## config.mk

```make
export PLATFORM = sky130hd
export DESIGN_NAME = io_control_unit_flat
export DESIGN_NICKNAME = d
export VERILOG_FILES = /design/src/rtl/io_cu_pkg.sv /design/src/rtl/io_control_unit_if.sv /design/src/rtl/io_cu_decode.sv /design/src/rtl/io_control_unit.sv /design/src/flat_wrapper.sv
export SDC_FILE = /design/constraint.sdc
export NUM_CORES = 1
export LEC_CHECK = 0
export BUFFER_PORTS_ARGS = -buffer_cell sky130_fd_sc_hd__buf_4
export CAP_MARGIN = 20
export CELL_PAD_IN_SITES_DETAIL_PLACEMENT = 1
export CELL_PAD_IN_SITES_GLOBAL_PLACEMENT = 2
export CORE_MARGIN = 3
export CORE_UTILIZATION = 17
export CTS_BUF_LIST = sky130_fd_sc_hd__clkbuf_16
export CTS_CLUSTER_SIZE = 12
export DETAILED_ROUTE_END_ITERATION = 16
export PLACE_DENSITY_LB_ADDON = 0.3
export SYNTH_ARGS = -nofsm -noshare
export SYNTH_HDL_FRONTEND = slang
export SYNTH_SLANG_ARGS = --single-unit
```

## constraint.sdc

```tcl
create_clock -name clock -period 1.79 [get_ports clock]
set_input_delay 0 -clock clock [delete_from_list [all_inputs] [get_ports clock]]
set_output_delay 0 -clock clock [all_outputs]
set_load 0.05 [all_outputs]
```

## src/rtl/io_cu_pkg.sv

```systemverilog
// io_cu_pkg: opcode constants, opcode field position, state encodings and
// the packed control-strobe bundle shared by the io_control_unit slice.
package io_cu_pkg;

  localparam int OPC_MSB = 31;
  localparam int OPC_LSB = 27;
  localparam int OPC_W   = OPC_MSB - OPC_LSB + 1;

  localparam logic [OPC_W-1:0] OPC_IN   = 5'b10110;
  localparam logic [OPC_W-1:0] OPC_OUT  = 5'b10111;
  localparam logic [OPC_W-1:0] OPC_NOP  = 5'b11010;
  localparam logic [OPC_W-1:0] OPC_HALT = 5'b11011;

  typedef enum logic [3:0] {
    S_RST      = 4'd0,
    S_F0       = 4'd1,
    S_F1       = 4'd2,
    S_F2       = 4'd3,
    S_DEC      = 4'd4,
    S_IN_WAIT  = 4'd5,
    S_IN_XFER  = 4'd6,
    S_OUT_XFER = 4'd7,
    S_HALTED   = 4'd8
  } state_e;

  // One-hot instruction class produced by the decoder.
  typedef struct packed {
    logic is_in;
    logic is_out;
    logic is_halt;
    logic is_other;
  } iclass_t;

  // Every DataPath strobe plus the input-port acknowledge.
  typedef struct packed {
    logic pc_out;
    logic mar_in;
    logic inc_pc;
    logic zlow_in;
    logic zlow_out;
    logic pc_in;
    logic read;
    logic md_read;
    logic mdr_in;
    logic mdr_out;
    logic ir_in;
    logic gra;
    logic r_in;
    logic r_out;
    logic inport_out;
    logic outport_in;
    logic in_ack;
  } ctrl_t;

  // Extract the opcode field from an instruction word.
  function automatic logic [OPC_W-1:0] opcode_of(input logic [31:0] ir);
    return ir[OPC_MSB:OPC_LSB];
  endfunction

endpackage

```

## src/rtl/io_control_unit_if.sv

```systemverilog
// io_control_unit_if: instruction word and input-port handshake between the
// DataPath / port source (master) and the control unit (slave).
interface io_control_unit_if;

  logic [31:0] IR;
  logic        in_valid;
  logic        in_ack;

  modport master (
    output IR,
    output in_valid,
    input  in_ack
  );

  modport slave (
    input  IR,
    input  in_valid,
    output in_ack
  );

endinterface

```

## src/rtl/io_cu_decode.sv

```systemverilog
// io_cu_decode: combinational opcode -> one-hot instruction class.
// nop and every unrecognised opcode fall into the "other" class.
module io_cu_decode
  import io_cu_pkg::*;
#(
  parameter logic [4:0] P_OPC_IN   = 5'b10110,
  parameter logic [4:0] P_OPC_OUT  = 5'b10111,
  parameter logic [4:0] P_OPC_HALT = 5'b11011
) (
  input  logic [OPC_W-1:0] opcode,
  output iclass_t          iclass
);

  // Classify the opcode; exactly one class bit is high.
  always_comb begin
    iclass = '0;
    if (opcode == P_OPC_IN) begin
      iclass.is_in = 1'b1;
    end else if (opcode == P_OPC_OUT) begin
      iclass.is_out = 1'b1;
    end else if (opcode == P_OPC_HALT) begin
      iclass.is_halt = 1'b1;
    end else begin
      iclass.is_other = 1'b1;
    end
  end

endmodule

```

## src/rtl/io_control_unit.sv

```systemverilog
// io_control_unit: Moore control sequencer for fetch/decode and the in, out,
// nop and halt instructions. Outputs are registered from the next state, so
// each strobe is high for exactly the cycle its state occupies.
// Optional feature macro: IO_CU_TIMEOUT_EN (bounded IN_WAIT with sticky
// io_timeout flag). Without it IN_WAIT waits indefinitely.
module io_control_unit #(
  parameter int         IN_TIMEOUT = 16,
  parameter logic [4:0] OPC_IN     = 5'b10110,
  parameter logic [4:0] OPC_OUT    = 5'b10111,
  parameter logic [4:0] OPC_NOP    = 5'b11010,
  parameter logic [4:0] OPC_HALT   = 5'b11011
) (
  input  logic                clock,
  input  logic                clear,
  io_control_unit_if.slave    bus,
  output logic                PCout,
  output logic                MARin,
  output logic                IncPC,
  output logic                Zlowin,
  output logic                Zlowout,
  output logic                PCin,
  output logic                Read,
  output logic                MD_read,
  output logic                MDRin,
  output logic                MDRout,
  output logic                IRin,
  output logic                Gra,
  output logic                Rin,
  output logic                Rout,
  output logic                InPortout,
  output logic                Out_Portin,
  output logic                run,
  output logic                io_timeout
);
  import io_cu_pkg::*;

  state_e  state_q, state_d;
  ctrl_t   ctrl_q, ctrl_d;
  logic    run_q, run_d;
  iclass_t iclass_s;

  // nop needs no dedicated decode: it is handled like any other opcode.
  localparam logic [4:0] NOP_CODE = OPC_NOP;

`ifdef IO_CU_TIMEOUT_EN
  localparam int CW = $clog2(IN_TIMEOUT + 1);
  logic [CW-1:0] wait_cnt_q, wait_cnt_d;
  logic          timeout_q, timeout_d;
  logic          timeout_hit_s;
`endif

  io_cu_decode #(
    .P_OPC_IN   (OPC_IN),
    .P_OPC_OUT  (OPC_OUT),
    .P_OPC_HALT (OPC_HALT)
  ) u_decode (
    .opcode (opcode_of(bus.IR)),
    .iclass (iclass_s)
  );

  // State, output and (optional) timeout registers with synchronous clear.
  always_ff @(posedge clock) begin
    if (clear) begin
      state_q <= S_RST;
      ctrl_q  <= '0;
      run_q   <= 1'b0;
`ifdef IO_CU_TIMEOUT_EN
      wait_cnt_q <= '0;
      timeout_q  <= 1'b0;
`endif
    end else begin
      state_q <= state_d;
      ctrl_q  <= ctrl_d;
      run_q   <= run_d;
`ifdef IO_CU_TIMEOUT_EN
      wait_cnt_q <= wait_cnt_d;
      timeout_q  <= timeout_d;
`endif
    end
  end

  // Next-state logic; IR is only consulted in DEC.
  always_comb begin
    state_d = state_q;
`ifdef IO_CU_TIMEOUT_EN
    timeout_hit_s = 1'b0;
`endif
    if (clear) begin
      state_d = S_RST;
    end else begin
      case (state_q)
        S_RST:  state_d = S_F0;
        S_F0:   state_d = S_F1;
        S_F1:   state_d = S_F2;
        S_F2:   state_d = S_DEC;
        S_DEC: begin
          if (iclass_s.is_in) begin
            state_d = S_IN_WAIT;
          end else if (iclass_s.is_out) begin
            state_d = S_OUT_XFER;
          end else if (iclass_s.is_halt) begin
            state_d = S_HALTED;
          end else begin
            state_d = S_F0;
          end
        end
        S_IN_WAIT: begin
          if (bus.in_valid) begin
            state_d = S_IN_XFER;
`ifdef IO_CU_TIMEOUT_EN
          end else if (wait_cnt_q == CW'(IN_TIMEOUT - 1)) begin
            state_d       = S_IN_XFER;
            timeout_hit_s = 1'b1;
`endif
          end else begin
            state_d = S_IN_WAIT;
          end
        end
        S_IN_XFER:  state_d = S_F0;
        S_OUT_XFER: state_d = S_F0;
        S_HALTED:   state_d = S_HALTED;
        default:    state_d = S_RST;
      endcase
    end
  end

`ifdef IO_CU_TIMEOUT_EN
  // Wait counter: counts IN_WAIT cycles, saturates, clears on exit; sticky flag.
  always_comb begin
    wait_cnt_d = '0;
    if (!clear && state_q == S_IN_WAIT && state_d == S_IN_WAIT) begin
      if (wait_cnt_q != CW'(IN_TIMEOUT)) begin
        wait_cnt_d = wait_cnt_q + CW'(1);
      end else begin
        wait_cnt_d = wait_cnt_q;
      end
    end else begin
      wait_cnt_d = '0;
    end
    if (clear) begin
      timeout_d = 1'b0;
    end else begin
      timeout_d = timeout_q | timeout_hit_s;
    end
  end
`endif

  // Output decode of the upcoming state, so registered strobes align with it.
  always_comb begin
    ctrl_d = '0;
    run_d  = (state_d != S_HALTED) && (state_d != S_RST);
    case (state_d)
      S_F0: begin
        ctrl_d.pc_out  = 1'b1;
        ctrl_d.mar_in  = 1'b1;
        ctrl_d.inc_pc  = 1'b1;
        ctrl_d.zlow_in = 1'b1;
      end
      S_F1: begin
        ctrl_d.zlow_out = 1'b1;
        ctrl_d.pc_in    = 1'b1;
        ctrl_d.read     = 1'b1;
        ctrl_d.md_read  = 1'b1;
        ctrl_d.mdr_in   = 1'b1;
      end
      S_F2: begin
        ctrl_d.mdr_out = 1'b1;
        ctrl_d.ir_in   = 1'b1;
      end
      S_IN_XFER: begin
        ctrl_d.inport_out = 1'b1;
        ctrl_d.gra        = 1'b1;
        ctrl_d.r_in       = 1'b1;
        ctrl_d.in_ack     = 1'b1;
      end
      S_OUT_XFER: begin
        ctrl_d.gra        = 1'b1;
        ctrl_d.r_out      = 1'b1;
        ctrl_d.outport_in = 1'b1;
      end
      default: ctrl_d = '0;
    endcase
  end

  assign PCout      = ctrl_q.pc_out;
  assign MARin      = ctrl_q.mar_in;
  assign IncPC      = ctrl_q.inc_pc;
  assign Zlowin     = ctrl_q.zlow_in;
  assign Zlowout    = ctrl_q.zlow_out;
  assign PCin       = ctrl_q.pc_in;
  assign Read       = ctrl_q.read;
  assign MD_read    = ctrl_q.md_read;
  assign MDRin      = ctrl_q.mdr_in;
  assign MDRout     = ctrl_q.mdr_out;
  assign IRin       = ctrl_q.ir_in;
  assign Gra        = ctrl_q.gra;
  assign Rin        = ctrl_q.r_in;
  assign Rout       = ctrl_q.r_out;
  assign InPortout  = ctrl_q.inport_out;
  assign Out_Portin = ctrl_q.outport_in;
  assign bus.in_ack = ctrl_q.in_ack;
  assign run        = run_q;
`ifdef IO_CU_TIMEOUT_EN
  assign io_timeout = timeout_q;
`else
  assign io_timeout = 1'b0;
`endif

endmodule

```

## src/flat_wrapper.sv

```systemverilog
// flat-port wrapper written by rule: the top's interface ports become plain ports
module io_control_unit_flat import io_cu_pkg::*;
#(
  parameter int         IN_TIMEOUT = 16,
  parameter logic [4:0] OPC_IN     = 5'b10110,
  parameter logic [4:0] OPC_OUT    = 5'b10111,
  parameter logic [4:0] OPC_NOP    = 5'b11010,
  parameter logic [4:0] OPC_HALT   = 5'b11011
)
  (clock, clear, PCout, MARin, IncPC, Zlowin, Zlowout, PCin, Read, MD_read, MDRin, MDRout, IRin, Gra, Rin, Rout, InPortout, Out_Portin, run, io_timeout, bus_IR, bus_in_valid, bus_in_ack);
  io_control_unit_if bus_i ();
  input  logic clock;
  input  logic clear;
  output logic PCout;
  output logic MARin;
  output logic IncPC;
  output logic Zlowin;
  output logic Zlowout;
  output logic PCin;
  output logic Read;
  output logic MD_read;
  output logic MDRin;
  output logic MDRout;
  output logic IRin;
  output logic Gra;
  output logic Rin;
  output logic Rout;
  output logic InPortout;
  output logic Out_Portin;
  output logic run;
  output logic io_timeout;
  input wire logic [$bits(bus_i.IR)-1:0] bus_IR;
  input wire logic [$bits(bus_i.in_valid)-1:0] bus_in_valid;
  output wire logic [$bits(bus_i.in_ack)-1:0] bus_in_ack;
  assign bus_i.IR = bus_IR;
  assign bus_i.in_valid = bus_in_valid;
  assign bus_in_ack = bus_i.in_ack;
  io_control_unit #(.IN_TIMEOUT(IN_TIMEOUT), .OPC_IN(OPC_IN), .OPC_OUT(OPC_OUT), .OPC_NOP(OPC_NOP), .OPC_HALT(OPC_HALT)) u_core (.clock(clock), .clear(clear), .bus(bus_i), .PCout(PCout), .MARin(MARin), .IncPC(IncPC), .Zlowin(Zlowin), .Zlowout(Zlowout), .PCin(PCin), .Read(Read), .MD_read(MD_read), .MDRin(MDRin), .MDRout(MDRout), .IRin(IRin), .Gra(Gra), .Rin(Rin), .Rout(Rout), .InPortout(InPortout), .Out_Portin(Out_Portin), .run(run), .io_timeout(io_timeout));
endmodule
```

; ---- Yosys cells after proc, flatten, opt, wreduce, memory -nomap -nowiden
; Cells that the tools add are included.
; Widths: inputs -> output; s select.
[word_totals]
out_inout_bits = 19
regBits = 19
elab_cells = 56
input_bits = 35
[op_classes]
reduce_logical = 5
muxes = 18
n_eq_ne = 17
[ops]
columns = op, count
row1 = $pmux 4 s7, 1
row2 = $eq 4x3->1 const B, 6
row3 = $mux 4, 5
row4 = $eq 4x2->1 const B, 4
row5 = $eq 5x5->1 const B, 3
row6 = $eq 4x1->1 const B, 2
row7 = $mux 1, 7
row8 = $mux 2, 3
row9 = $mux 5, 1
row10 = $eq 4x4->1 const B, 1
row11 = $logic_not 4->1, 1
row12 = $ne 4x4->1 const B, 1
row13 = $reduce_bool 4->1, 1
row14 = $mux 3, 1
row15 = $reduce_or 3->1, 1
row16 = $reduce_or 2->1, 1
row17 = $logic_and 1x1->1, 1

; ---- Longest topological paths before layout
; Gate-level depths: netlist of run 1.
[logic_depth]
ltp_word = 12
depth_mapped = 5
ltp_nobuf = 5

; ---- Hierarchy
; From an unflattened synthesis of run 1, not the netlist that was laid out.
[hier_totals]
cells_unflattened = 65
area_unflattened_um2 = 630.6
[by_module_without_submodules]
columns = mod, area_each_um2, instances, cells_per_inst
row1 = io_control_unit, 565.5, 1, 56
row2 = io_cu_decode, 65.1, 1, 9

; ---- Worst setup path before layout of run 1
; OpenSTA, ideal clock, no wires.
[synth_path]
path_kind = reg2reg
from = register u_core.state_q[1]
to = register u_core.ctrl_q (netlist bit u_core.IncPC)
path_slack_ns = 0.485
required_time_ns = 1.731
path_stages_with_launch = 6
setup_ns = 0.059
n_path_buf = 0
t_arrival_ns = 1.246
cell_sequence = dfxtp_1 -> nand2b_2 -> nor4_2 -> or4_4 -> clkinv_2 -> o211a_1
[synth_via]
elab_chain_cells = 6
[synth_rtl]
columns = item, line
row1 = "start, declared", io_control_unit.sv:37  ; state_e state_q, state_d;
row2 = "start signal, assigned", io_control_unit.sv:72  ; state_q <= state_d;
row3 = $eq 4x3->1 / $logic_not 4->1 (equally long branches), io_control_unit.sv:91  ; case (state_q)
row4 = $reduce_or 3->1 (no line), -
row5 = $pmux 4 s7 *, io_control_unit.sv:91
row6 = $mux 4 *, io_control_unit.sv:88  ; if (clear) begin
row7 = $eq 4x1->1 *, io_control_unit.sv:152  ; case (state_d)
row8 = $mux 4 *, io_control_unit.sv:152
row9 = "end signal, assigned", io_control_unit.sv:73  ; ctrl_q <= ctrl_d;
row10 = "end, declared", io_control_unit.sv:38  ; ctrl_t ctrl_q, ctrl_d;
; Mark *: on every way between the ends. The rest lies on a longest branch, timed or not.
; A chain may end at the register's enable or synchronous reset.

; ---- Worst setup path after layout of run 1
[layout_path]
from = register u_core.state_q[1]
to = register u_core.ctrl_q (netlist bit u_core.Zlowout)
[layout_via]
elab_chain_cells = 6
[layout_rtl]
columns = item, line
row1 = $eq 4x3->1 / $logic_not 4->1 (equally long branches), io_control_unit.sv:91
row2 = $reduce_or 3->1 (no line), -
row3 = $pmux 4 s7 *, io_control_unit.sv:91
row4 = $mux 4 *, io_control_unit.sv:88
row5 = $eq 4x2->1 *, io_control_unit.sv:152
row6 = $mux 5 *, io_control_unit.sv:152
; Marked as above.

==> results.txt, run 1 <==
The tightest hold margin came out at 235 ps. The ratio of routed vias to standard cells is 3.89. Global routing used 6.92% of the available tracks. The clock slew seen by the registers of the worst setup and hold paths is 40 ps. The sequential cell area in the final layout came out at 220 µm². The synthesized netlist devotes 0% of its cell area to adder and majority cells. The cell type contributing the most total cell area after synthesis is dfxtp_1. The total overflow reported by the global router came out at 0. The insertion delay to the later sink of the worst-skew pair is 230 ps.

In this run the number of H-tree levels came out at 1. The first global-routing pass estimated 2200 µm of wire. Setup repair after global routing left no endpoint under its margin. Yosys attributes the largest share of cell area to dfxtp_1, buf_4, nor3b_1. For this run, design rule violations remaining after detail routing come to 0. In this run the horizontal extent of the chip is 64.3 µm. The compound-cell area share of the yosys netlist is 14.9%. The final wirelength is 1340 µm. The HPWL after detailed placement came out at 1090 µm. Synthesis produced a netlist whose cell count is 64. Clock tree synthesis selected as its root buffer the cell clkbuf_16. The design draws 0.849 mW. The clock sink count is 11. Subtracting the final worst setup slack from the clock period gives 1510 ps.

The final number of setup-violating endpoints is 0. The combinational family with the most area after synthesis is simple AND/OR/NAND/NOR gates. The number of antenna violations at the first check in global routing is 0. STA classifies the critical path endpoint as a flip-flop. The area share of the largest cell type after synthesis is 38.1%. The count of standard-cell rows is 20.

The kind of critical path is reg2reg. The number of buffers on the longest clock path is 2. The largest fanout of any net on the critical path came out at 7. The power density over cell area is 1030 mW/mm². The final antenna-violating net count came out at 0.

For this run, the post-layout net count is 118. The achievable clock frequency came out at 662 MHz. For the worst setup path, the data required time is 1900 ps. The run finished with clean final reports. The number of buffers added by the clock tree synthesis step is 3.

Measured in cells, the most critical reg-to-reg path has a length of 4. The max-slew violation count is 0. After synthesis, the most frequently instantiated cells are buf_4, dfxtp_1, nor2_1. The part of the Yosys area used for sequential elements is 38.1%. Of the post-synthesis cell area, the part taken by muxes is 0%.

For this run, the number of Yosys warnings is 0. The number of flops mapped to enable cells by yosys is 0. STA classifies the critical path startpoint as a flip-flop. The area of the mapped netlist came out at 578 µm².

The first detailed-routing pass took 2 iterations. The share of final-layout standard cells stronger than drive strength 1 is 41.5%. The xor and xnor fraction of the mapped netlist area came out at 0%. The area of the core came out at 0.00315 mm². The footprint of the multi-input gates came out at 255 µm². Among all cell types in the netlist, the one instantiated most often is buf_4. The worst pin sits at a relative slew slack of 58.7%. Dividing the detail-routed wire length by the instance count gives 10.6 µm.

The routed layout has 490 vias. The initial standard-cell utilization of the core is 18.3%. The analysis attributes to cell leakage a power of 0.367 nW.

The signed area change from the synthesized netlist to the final layout came out at 42.4%. The hold violation total from the final report came out at 0. In the finished design, the share of the clock period the worst path needs comes to 84.3%. Port buffering added 25 buffers.

The maximum vdd ir drop came out at 0.000276 V. The number of setup buffers added after CTS is 0. Buffers inserted to repair hold after CTS numbered 1. The most used flip-flop cell after synthesis is dfxtp_1. The I/O pin total is 54.

The number of global-route vias before repair is 473. TritonCTS built the clock tree. The synthesized area divided by synthesized cell count came out at 9.03 µm².

The total of flip-flops plus latches after synthesis came out at 11. Fill cells in the final layout number 388. Summing the areas of all and, or, nand and nor instances in the mapped netlist gives 28.6% of the synthesized area. The routability-driven placement congestion ratio is 0.717. The post-synthesis cell type count came out at 31.

The max-capacitance violation count is 0. At the pin with the least slew margin, the transition time is 605 ps. The number of nets in the synthesized netlist came out at 99.

The post-cts resize count is 0. The die outline area came out at 0.00414 mm². The violation count after the first detailed-routing iteration is 1.

The die extent in y came out at 64.3 µm. The clock arrives with 1.27 ps of skew. The critical path data arrival time came out at 1620 ps. The pin count of the biggest net entering global routing is 11. The worst hold path stage count came out at 4. The antenna diode count is 0. The path class of the tightest hold or removal check is in2reg. The proportion of register bits with asynchronous set or reset after synthesis came out at 0%. After routing, the total negative slack on setup checks comes to 0 ps.
## power breakdown
part | internal (mW) | switching (mW)
Combinational | 0.0649 | 0.121
Clock | 0.292 | 0.0972
Sequential | 0.260 | 0.0139
## area by class of cell
type	count	share of cell area [%]
multi-input cells	38	31.0
flip-flops and latches	11	26.7
repair buffers	27	24.9
clock buffers	3	9.12
well taps	44	6.69
inverters	2	1.06
clock inverters	1	0.456
## per-stage QoR
step           cell area [µm²]  worst slack (ps)  util (%)  cells
6_report                   823               280      26.1    126
5_1_grt                    823              34.3      26.1    126
4_1_cts                    823               281      26.1    126
3_5_place_dp               734               307      23.3    121
3_3_place_gp               734               286      23.3    121
2_1_floorplan              578               485         -     64
## registers in the layout, indices dropped and copies added (netlist names)
signal	cells
u_core.Gra	1
u_core.IRin	1
u_core.IncPC	1
u_core.Rin	1
u_core.Rout	1
u_core.Zlowout	1
u_core.run	1
u_core.state_q	4
## per-layer routing
| layer | global-route usage, % | up-vias | share of wire [%] | wire (µm) |
|---|---|---|---|---|
| met5 | 0 | - | 0 | 0 |
| met4 | 6.33 | 0 | 2.0 | 27 |
| met3 | 1.23 | 2 | 7.4 | 99 |
| met2 | 10.3 | 20 | 44 | 586 |
| met1 | 8.32 | 222 | 47 | 628 |
| li1 | - | 246 | - | - |
## cell families (layout without fill, tap and decap cells)
logic type	count (synthesis)	count (layout)
AO/OA/AOI/OAI	12	12
buffers and inverters	15	33
flip-flops	11	11
other	1	1
AND/OR/NAND/NOR	25	25
## worst max-delay path: stages, from the launching register on
cell	delay, ps
dfxtp_1	350
nand2b_2	220
a2111oi_0	500
o31a_1	260
nor2_1	60
## placed cells by master, fill, tap and decap left out, types with 2 or more instances in the layout
cell type / netlist / layout
buf_4: 12 / 26
dfxtp_1: 11 / 11
nor2_1: 5 / 5
nor3b_1: 3 / 3
o21ai_0: 3 / 3
nor3_1: 3 / 3
clkbuf_16: 0 / 3
nand2b_1: 2 / 2
a21boi_0: 2 / 2
inv_1: 1 / 2
## worst paths after layout
path | slack [ps] | to | start
worst max-delay path | 280 | u_core.Zlowout$_SDFF_PP0_ | u_core.state_q[1]$_SDFF_PP0_
worst min-delay path | 230 | u_core.state_q[3]$_SDFF_PP0_ | bus_IR[28]
worst max register to register | 280 | u_core.Zlowout$_SDFF_PP0_ | u_core.state_q[1]$_SDFF_PP0_
worst min register to register | 650 | u_core.Gra$_SDFF_PP0_ | u_core.state_q[3]$_SDFF_PP0_
No activity file was read; power rests on OpenSTA's default activity.
==> run 2: changes to the inputs <==
ABC_AREA = 1   (was default)
CORE_UTILIZATION = 15   (was 17)
clock period = 1.3 ns   (was 1.79 ns; I/O delays follow)
==> results.txt, run 2 <==
The routability-driven placement congestion ratio is 0.750 (was 0.717). Commonest cells after routing, fill and taps aside: buf_4, nand2_1, nor2_1 (was buf_4, dfxtp_1, nor2_1). The post-place setup slack is 92.8 ps (was 307 ps). The residual DRC count is 0 (unchanged). The path class of the lowest-slack min-delay path is in2reg (unchanged). The worst clock skew on the final layout came to 0.607 ps (was 1.27 ps). The violation count after the first detailed-routing iteration came out at 2 (was 1). The yosys synthesis warning count came out at 0 (unchanged). The post-synthesis cell type count was 14 (was 31). The hold violation total from the final report came out at 0 (unchanged).

The horizontal die dimension came out at 70.4 µm (was 64.3 µm). The part of the Yosys area used for sequential elements came out at 35.4% (was 38.1%). The final routed wire length divided by cell count is 9.76 µm (was 10.6 µm). The kind of critical path is reg2reg (unchanged). The final wirelength came to 1580 µm (was 1340 µm).

The fraction of the cycle the final worst path needs came out at 89.0% (was 84.3%). The I/O pin total came out at 54 (unchanged). The pin count of the biggest net entering global routing came out at 7 (was 11). The clock tree from TritonCTS is built (unchanged).

The final critical path time including I/O delays and setup came out at 1160 ps (was 1510 ps). The area of the core is 0.00383 mm² (was 0.00315 mm²). The share of final-layout standard cells stronger than drive strength 1 came to 38.6% (was 41.5%). The number of antenna violations at the first check in global routing came out at 0 (unchanged). Unrepaired setup endpoints after global routing: false (unchanged). The HPWL after detailed placement is 1340 µm (was 1090 µm). The proportion of register bits with asynchronous set or reset after synthesis is 0% (unchanged).

The number of flops mapped to enable cells by yosys was 0 (unchanged). The power density over cell area is 1440 mW/mm² (was 1030 mW/mm²). The combinational family with the most area after synthesis is simple AND/OR/NAND/NOR gates (unchanged). The max-capacitance violation count came out at 0 (unchanged). The leakage power is 0.472 nW (was 0.367 nW). The dominant synthesized flop cell is dfxtp_1 (unchanged).

The first-pass iteration count of the detailed router was 4 (was 2). The mux contribution to synthesized area came to 0% (unchanged). The number of global-route vias before repair came out at 600 (was 473).

The number of buffers added by the clock tree synthesis step came out at 3 (unchanged). The post-synthesis share of cell area spent on full adders, half adders and majority gates is 0% (unchanged). The count of standard-cell rows is 22 (was 20). The clock slew seen by the registers of the worst setup and hold paths came to 40 ps (about the same). The final antenna-violating net count is 0 (unchanged). The total overflow reported by the global router came out at 0 (unchanged). The signed area change from the synthesized netlist to the final layout was 42.3% (was 42.4%). The xor and xnor fraction of the mapped netlist area came out at 0% (unchanged).

The overall global routing resource usage came out at 6.80% (was 6.92%). The clock sink count was 11 (unchanged). The achievable clock frequency came to 865 MHz (was 662 MHz). The synthesized instance count came out at 96 (was 64). The synthesized area divided by synthesized cell count was 6.48 µm² (was 9.03 µm²). The insertion delay to the later sink of the worst-skew pair was 240 ps (was 230 ps).

The post-synthesis share of cell area spent on and, or, nand and nor gates was 40.6% (was 28.6%). The cell type contributing the most total cell area after synthesis is dfxtp_1 (unchanged). The number of buffers on the longest clock path was 2 (unchanged). The total of flip-flops plus latches after synthesis came out at 11 (unchanged). The kind of start point of the critical path is a flip-flop (unchanged). The post-route setup TNS is 0 ps (unchanged). The register with the highest flop count is u_core.state_q (unchanged).

The endpoint class of the critical path is a flip-flop (unchanged). The largest fanout of any net on the critical path came to 5 (was 7). The compound-cell area share of the yosys netlist came out at 1.61% (was 14.9%). The die outline area is 0.00495 mm² (was 0.00414 mm²). Synth area leaders: dfxtp_1, buf_4, nand2_1 (was dfxtp_1, buf_4, nor3b_1).

The critical path data arrival time came out at 1330 ps (was 1620 ps). The worst endpoint required time is 1470 ps (was 1900 ps). The level count of the clock H-tree is 1 (unchanged).

The antenna diode count is 0 (unchanged). The tightest hold margin came to 137 ps (was 235 ps). The area share of the largest cell type after synthesis came out at 35.4% (was 38.1%). The maximum vdd ir drop is 0.000353 V (was 0.000276 V).

The final number of setup-violating endpoints came to 0 (unchanged). The area of the mapped netlist came out at 622 µm² (was 578 µm²). The max-slew violation count is 0 (unchanged). The number of nets in the synthesized netlist came to 131 (was 99).

The post-route total power is 1.28 mW (was 0.849 mW). The initial standard-cell utilization of the core is 16.3% (was 18.3%). The ratio of routed vias to standard cells is 3.65 (was 3.89). The via total after detailed routing came to 591 (was 490). The die extent in y is 70.4 µm (was 64.3 µm).

Most frequent cells after synthesis: nand2_1, nor2_1, buf_4 (was buf_4, dfxtp_1, nor2_1). Status: completed (unchanged). The flip-flop count of the largest register, all copies and words added came out at 4 (unchanged). The leading cell type in the layout, fill and taps excluded is buf_4 (unchanged).

The count of input and output buffers is 25 (unchanged). The setup slack after layout is 144 ps (was 280 ps). The wire length of the first global-routing pass is 2620 µm (was 2200 µm). The clock root buffer is clkbuf_16 (unchanged).

The count of nets after finishing came to 150 (was 118).
==> run 2: cell count changes after synthesis, sizes merged, moves of 2 or more <==
cell	before	now
a21boi	2	0
inv	1	12
nand2	1	25
nand2b	3	0
nand3	0	9
nor2	5	23
nor3	4	0
nor3b	3	0
o21ai	3	1
==> run 2: cell type report <==
cell class	count	area [µm²]
multi-input combinational	61	279
clock buffer	3	75.1
clock inverter	1	3.75
tap	48	60.1
sequential	11	224
fill	476	2940
inverter	12	45.0
timing repair buffer	26	198
==> run 2: logic make-up (layout without fill, tap and decap cells) <==
logic type,after synthesis,in the layout
buffers and inverters,24,42
and+or+nand+nor,58,58
AOI/OAI and AO/OA,2,2
other,1,1
DFF,11,11
==> run 2: metrics by stage <==
stage	cells	utilization, %	area (µm²)
3_3_place_gp	157	20.4	779
4_1_cts	162	22.7	868
5_1_grt	162	23.1	885
6_report	162	23.1	885
2_1_floorplan	96	-	622
3_5_place_dp	157	20.4	779
==> run 2: timing repair <==
item | 4_1_cts | 5_1_grt
setup buffers | 0 | 0
endpoints found under the setup margin | 0 | 5
gates resized for setup | 0 | 8
hold buffers | 1 | 0
endpoints found under the hold margin | 2 | 0
==> run 2: power by group <==
| part | switching (mW) | total [mW] | leakage (nW) | internal [mW] |
|---|---|---|---|---|
| combinational | 0.246 | 0.347 | 0.338 | 0.101 |
| clock | 0.144 | 0.547 | 0.0423 | 0.403 |
| sequential | 0.0204 | 0.383 | 0.0914 | 0.363 |
| total | 0.410 | 1.28 | 0.472 | 0.867 |
==> run 2: path summary, 6_finish.rpt <==
path | endpoint | slack [ps] | depth (start not counted) | startpoint
max | u_core.Rout$_SDFF_PP0_ | 140 | 9 | u_core.state_q[1]$_SDFF_PP0_
min | u_core.state_q[1]$_SDFF_PP0_ | 140 | 5 | bus_in_valid
max reg2reg | u_core.Rout$_SDFF_PP0_ | 140 | 9 | u_core.state_q[1]$_SDFF_PP0_
min reg2reg | u_core.run$_SDFF_PP0_ | 570 | 3 | u_core.state_q[3]$_SDFF_PP0_
==> run 2: layer usage <==
metal	track usage (%)	wire, µm	part of all wire [%]	up-vias
li1	-	-	-	310
met1	7.56	693	44	256
met2	11.1	724	46	23
met3	3.31	142	9.0	2
met4	2.55	19	1.2	0
met5	0	0	0	-
==> run 2: critical path, cell delays in order, from the launching register on <==
cell,delay [ps]
dfxtp_2,330
inv_1,80
nand2_2,80
nor2_4,150
nand2_1,70
nand2_1,100
nand2_2,70
inv_2,60
nand2_2,60
nor2_1,90
==> run 3: changes to the inputs <==
ABC_AREA = default   (was 1)
==> results.txt, run 3 (same netlist as run 1, synthesis figures left out) <==
The clock root buffer is clkbuf_16 (unchanged). The achievable clock frequency is 749 MHz (was 865 MHz). The register with the highest flop count is u_core.state_q (unchanged).

The count of input and output buffers was 25 (unchanged). The I/O pin total is 54 (unchanged). The max-capacitance violation count is 0 (unchanged).

The power density over cell area came out at 1320 mW/mm² (was 1440 mW/mm²). The worst endpoint required time is 1480 ps (was 1470 ps). The horizontal die dimension came out at 68.1 µm (was 70.4 µm). The critical path's slowest cell is or4_4 (was dfxtp_2). The leakage power is 0.403 nW (was 0.472 nW). The worst clock skew on the final layout was 1.36 ps (was 0.607 ps).

Cells traversed along the worst timing path: nand2b_4 -> nor4_4 -> or4_4 -> clkinv_2 -> o211a_1 (was inv_1 -> nand2_2 -> nor2_4 -> nand2_1 -> nand2_1 -> nand2_2 -> inv_2 -> nand2_2 -> nor2_1). The via total after detailed routing is 515 (was 591). The path class of the lowest-slack min-delay path is in2reg (unchanged). The final antenna-violating net count is 0 (unchanged).

The count of standard-cell rows is 21 (was 22). The number of buffers on the longest clock path came to 2 (unchanged). The routability-driven placement congestion ratio came to 0.705 (was 0.750).

Commonest cells after routing, fill and taps aside: buf_4, dfxtp_1, nor2_1 (was buf_4, nand2_1, nor2_1). The pin count of the biggest net entering global routing is 10 (was 7). The number of buffers added by the clock tree synthesis step is 3 (unchanged).

The final routed wire length divided by cell count was 10.9 µm (was 9.76 µm). The number of global-route vias before repair is 526 (was 600). The tightest hold margin is 262 ps (was 137 ps). The endpoint class of the critical path is a flip-flop (unchanged). The final critical path time including I/O delays and setup is 1330 ps (was 1160 ps). Status: finished, violations left (was completed). The share of final-layout standard cells stronger than drive strength 1 was 52.9% (was 38.6%).

The hold violation total from the final report is 0 (unchanged). The count of buffer and inverter cells on the critical path came out at 1 (was 2). The worst hold path stage count was 4 (was 5).

The maximum vdd ir drop is 0.000400 V (was 0.000353 V). The level count of the clock H-tree came out at 1 (unchanged). The setup slack after layout came out at -34.3 ps (was 144 ps). The number of logic stages on the critical path including buffering is 5 (was 9). The final number of setup-violating endpoints is 4 (was 0). The max-slew violation count is 0 (unchanged). The kind of critical path is reg2reg (unchanged). The antenna diode count came out at 0 (unchanged). The violation count after the first detailed-routing iteration is 1 (was 2). The die extent in y came out at 68.1 µm (was 70.4 µm).

The HPWL after detailed placement came to 1160 µm (was 1340 µm). The checks that failed: negative setup slack. The clock slew seen by the registers of the worst setup and hold paths came out at 40 ps (about the same).

The fraction of the cycle the final worst path needs is 103% (was 89.0%). The area of the core was 0.00352 mm² (was 0.00383 mm²). The critical path data arrival time came out at 1510 ps (was 1330 ps). The first-pass iteration count of the detailed router is 2 (was 4). The total overflow reported by the global router is 0 (unchanged). The clock tree from TritonCTS is built (unchanged).

The biggest cell delay along the critical path came out at 520 ps (was 330 ps). The leading cell type in the layout, fill and taps excluded is buf_4 (unchanged). The insertion delay to the later sink of the worst-skew pair is 230 ps (was 240 ps). The final wirelength was 1450 µm (was 1580 µm). The residual DRC count is 0 (unchanged). The number of fillers in the final layout came out at 410 (was 476).

Unrepaired setup endpoints after global routing: true (was false). The overall global routing resource usage is 6.73% (was 6.80%). The cell type group with the largest total delay on the critical path is simple AND/OR/NAND/NOR gates (unchanged).

The count of nets after finishing is 123 (was 150). The signed area change from the synthesized netlist to the final layout is 56.7% (was 42.3%). The flip-flop count of the largest register, all copies and words added is 4 (unchanged). The post-route total power came out at 1.19 mW (was 1.28 mW). The clock sink count came to 11 (unchanged). The number of antenna violations at the first check in global routing is 0 (unchanged).

The kind of start point of the critical path is a flip-flop (unchanged). The initial standard-cell utilization of the core is 16.4% (was 16.3%). The die outline area came to 0.00463 mm² (was 0.00495 mm²).

The largest fanout of any net on the critical path is 5 (unchanged). The wire length of the first global-routing pass is 2330 µm (was 2620 µm). The number of cells on the worst reg-to-reg path is 5 (was 9). The ratio of routed vias to standard cells is 3.87 (was 3.65).
run 3: cell types whose count changed in the layout (fill, tap and decap cells not counted), sizes merged, moves of 2 or more:
cell	delta
nand3	-9
a21boi	+2
nor3	+4
nor2	-18
nand2	-24
nor3b	+3
inv	-11
buf	+6
o21ai	+2
nand2b	+3
run 3: per-stage QoR:
stage                     cells  setup WS, ps  TNS (ps)  area, µm²  util [%]
after floorplan              64          41.5         0        584         -
after global placement      126          -118      -479        766      21.7
after detailed placement    126          -107      -379        766      21.7
after CTS                   132         -42.6      -122        872      24.8
after global routing        133          -103      -400        906      25.7
final                       133         -34.3      -103        906      25.7
run 3: report_power, final:
group / internal [mW] / switching (mW)
clock network: 0.403 / 0.138
registers: 0.357 / 0.0204
logic: 0.100 / 0.176
run 3: timing repair:
action | in CTS | in global routing
cloned | 0 | 0
endpoints found under the setup margin | 5 | 9
resized for setup | 7 | 5
endpoints found under the hold margin | 2 | 0
hold buffers | 1 | 0
pin swaps | 1 | 2
setup buffers | 1 | 1
run 3: area by class of cell:
type	count	area [µm²]	area share [%]
Clock buffer	3	75.1	8.29
Clock inverter	1	3.75	0.414
Inverter	2	8.76	0.967
Multi-Input combinational cell	38	289	31.9
Sequential cell	11	229	25.3
Tap cell	46	57.6	6.35
Timing Repair Buffer	32	243	26.8
run 3: tightest hold or removal path: stages:
cell and delay (ps):
buf_4 90, and2_1 110, o21ai_0 130, nor2_1 120
run 3: path summary, 6_finish.rpt:
| kind | start | slack (ps) | endpoint |
|---|---|---|---|
| setup / recovery | u_core.state_q[1]$_SDFF_PP0_ | -30 | u_core.IncPC$_SDFF_PP0_ |
| hold / removal | bus_in_valid | 260 | u_core.Rin$_SDFF_PP0_ |
| setup reg to reg | u_core.state_q[1]$_SDFF_PP0_ | -30 | u_core.IncPC$_SDFF_PP0_ |
| hold reg to reg | u_core.state_q[3]$_SDFF_PP0_ | 580 | u_core.IRin$_SDFF_PP0_ |
run 3: per-layer routing:
metal / up-vias / share of wire (%) / global-route usage (%)
li1: 258 / - / -
met1: 232 / 50 / 8.63
met2: 23 / 42 / 10.7
met3: 2 / 5.7 / 0.985
met4: 0 / 1.7 / 3.72
met5: - / 0 / 0
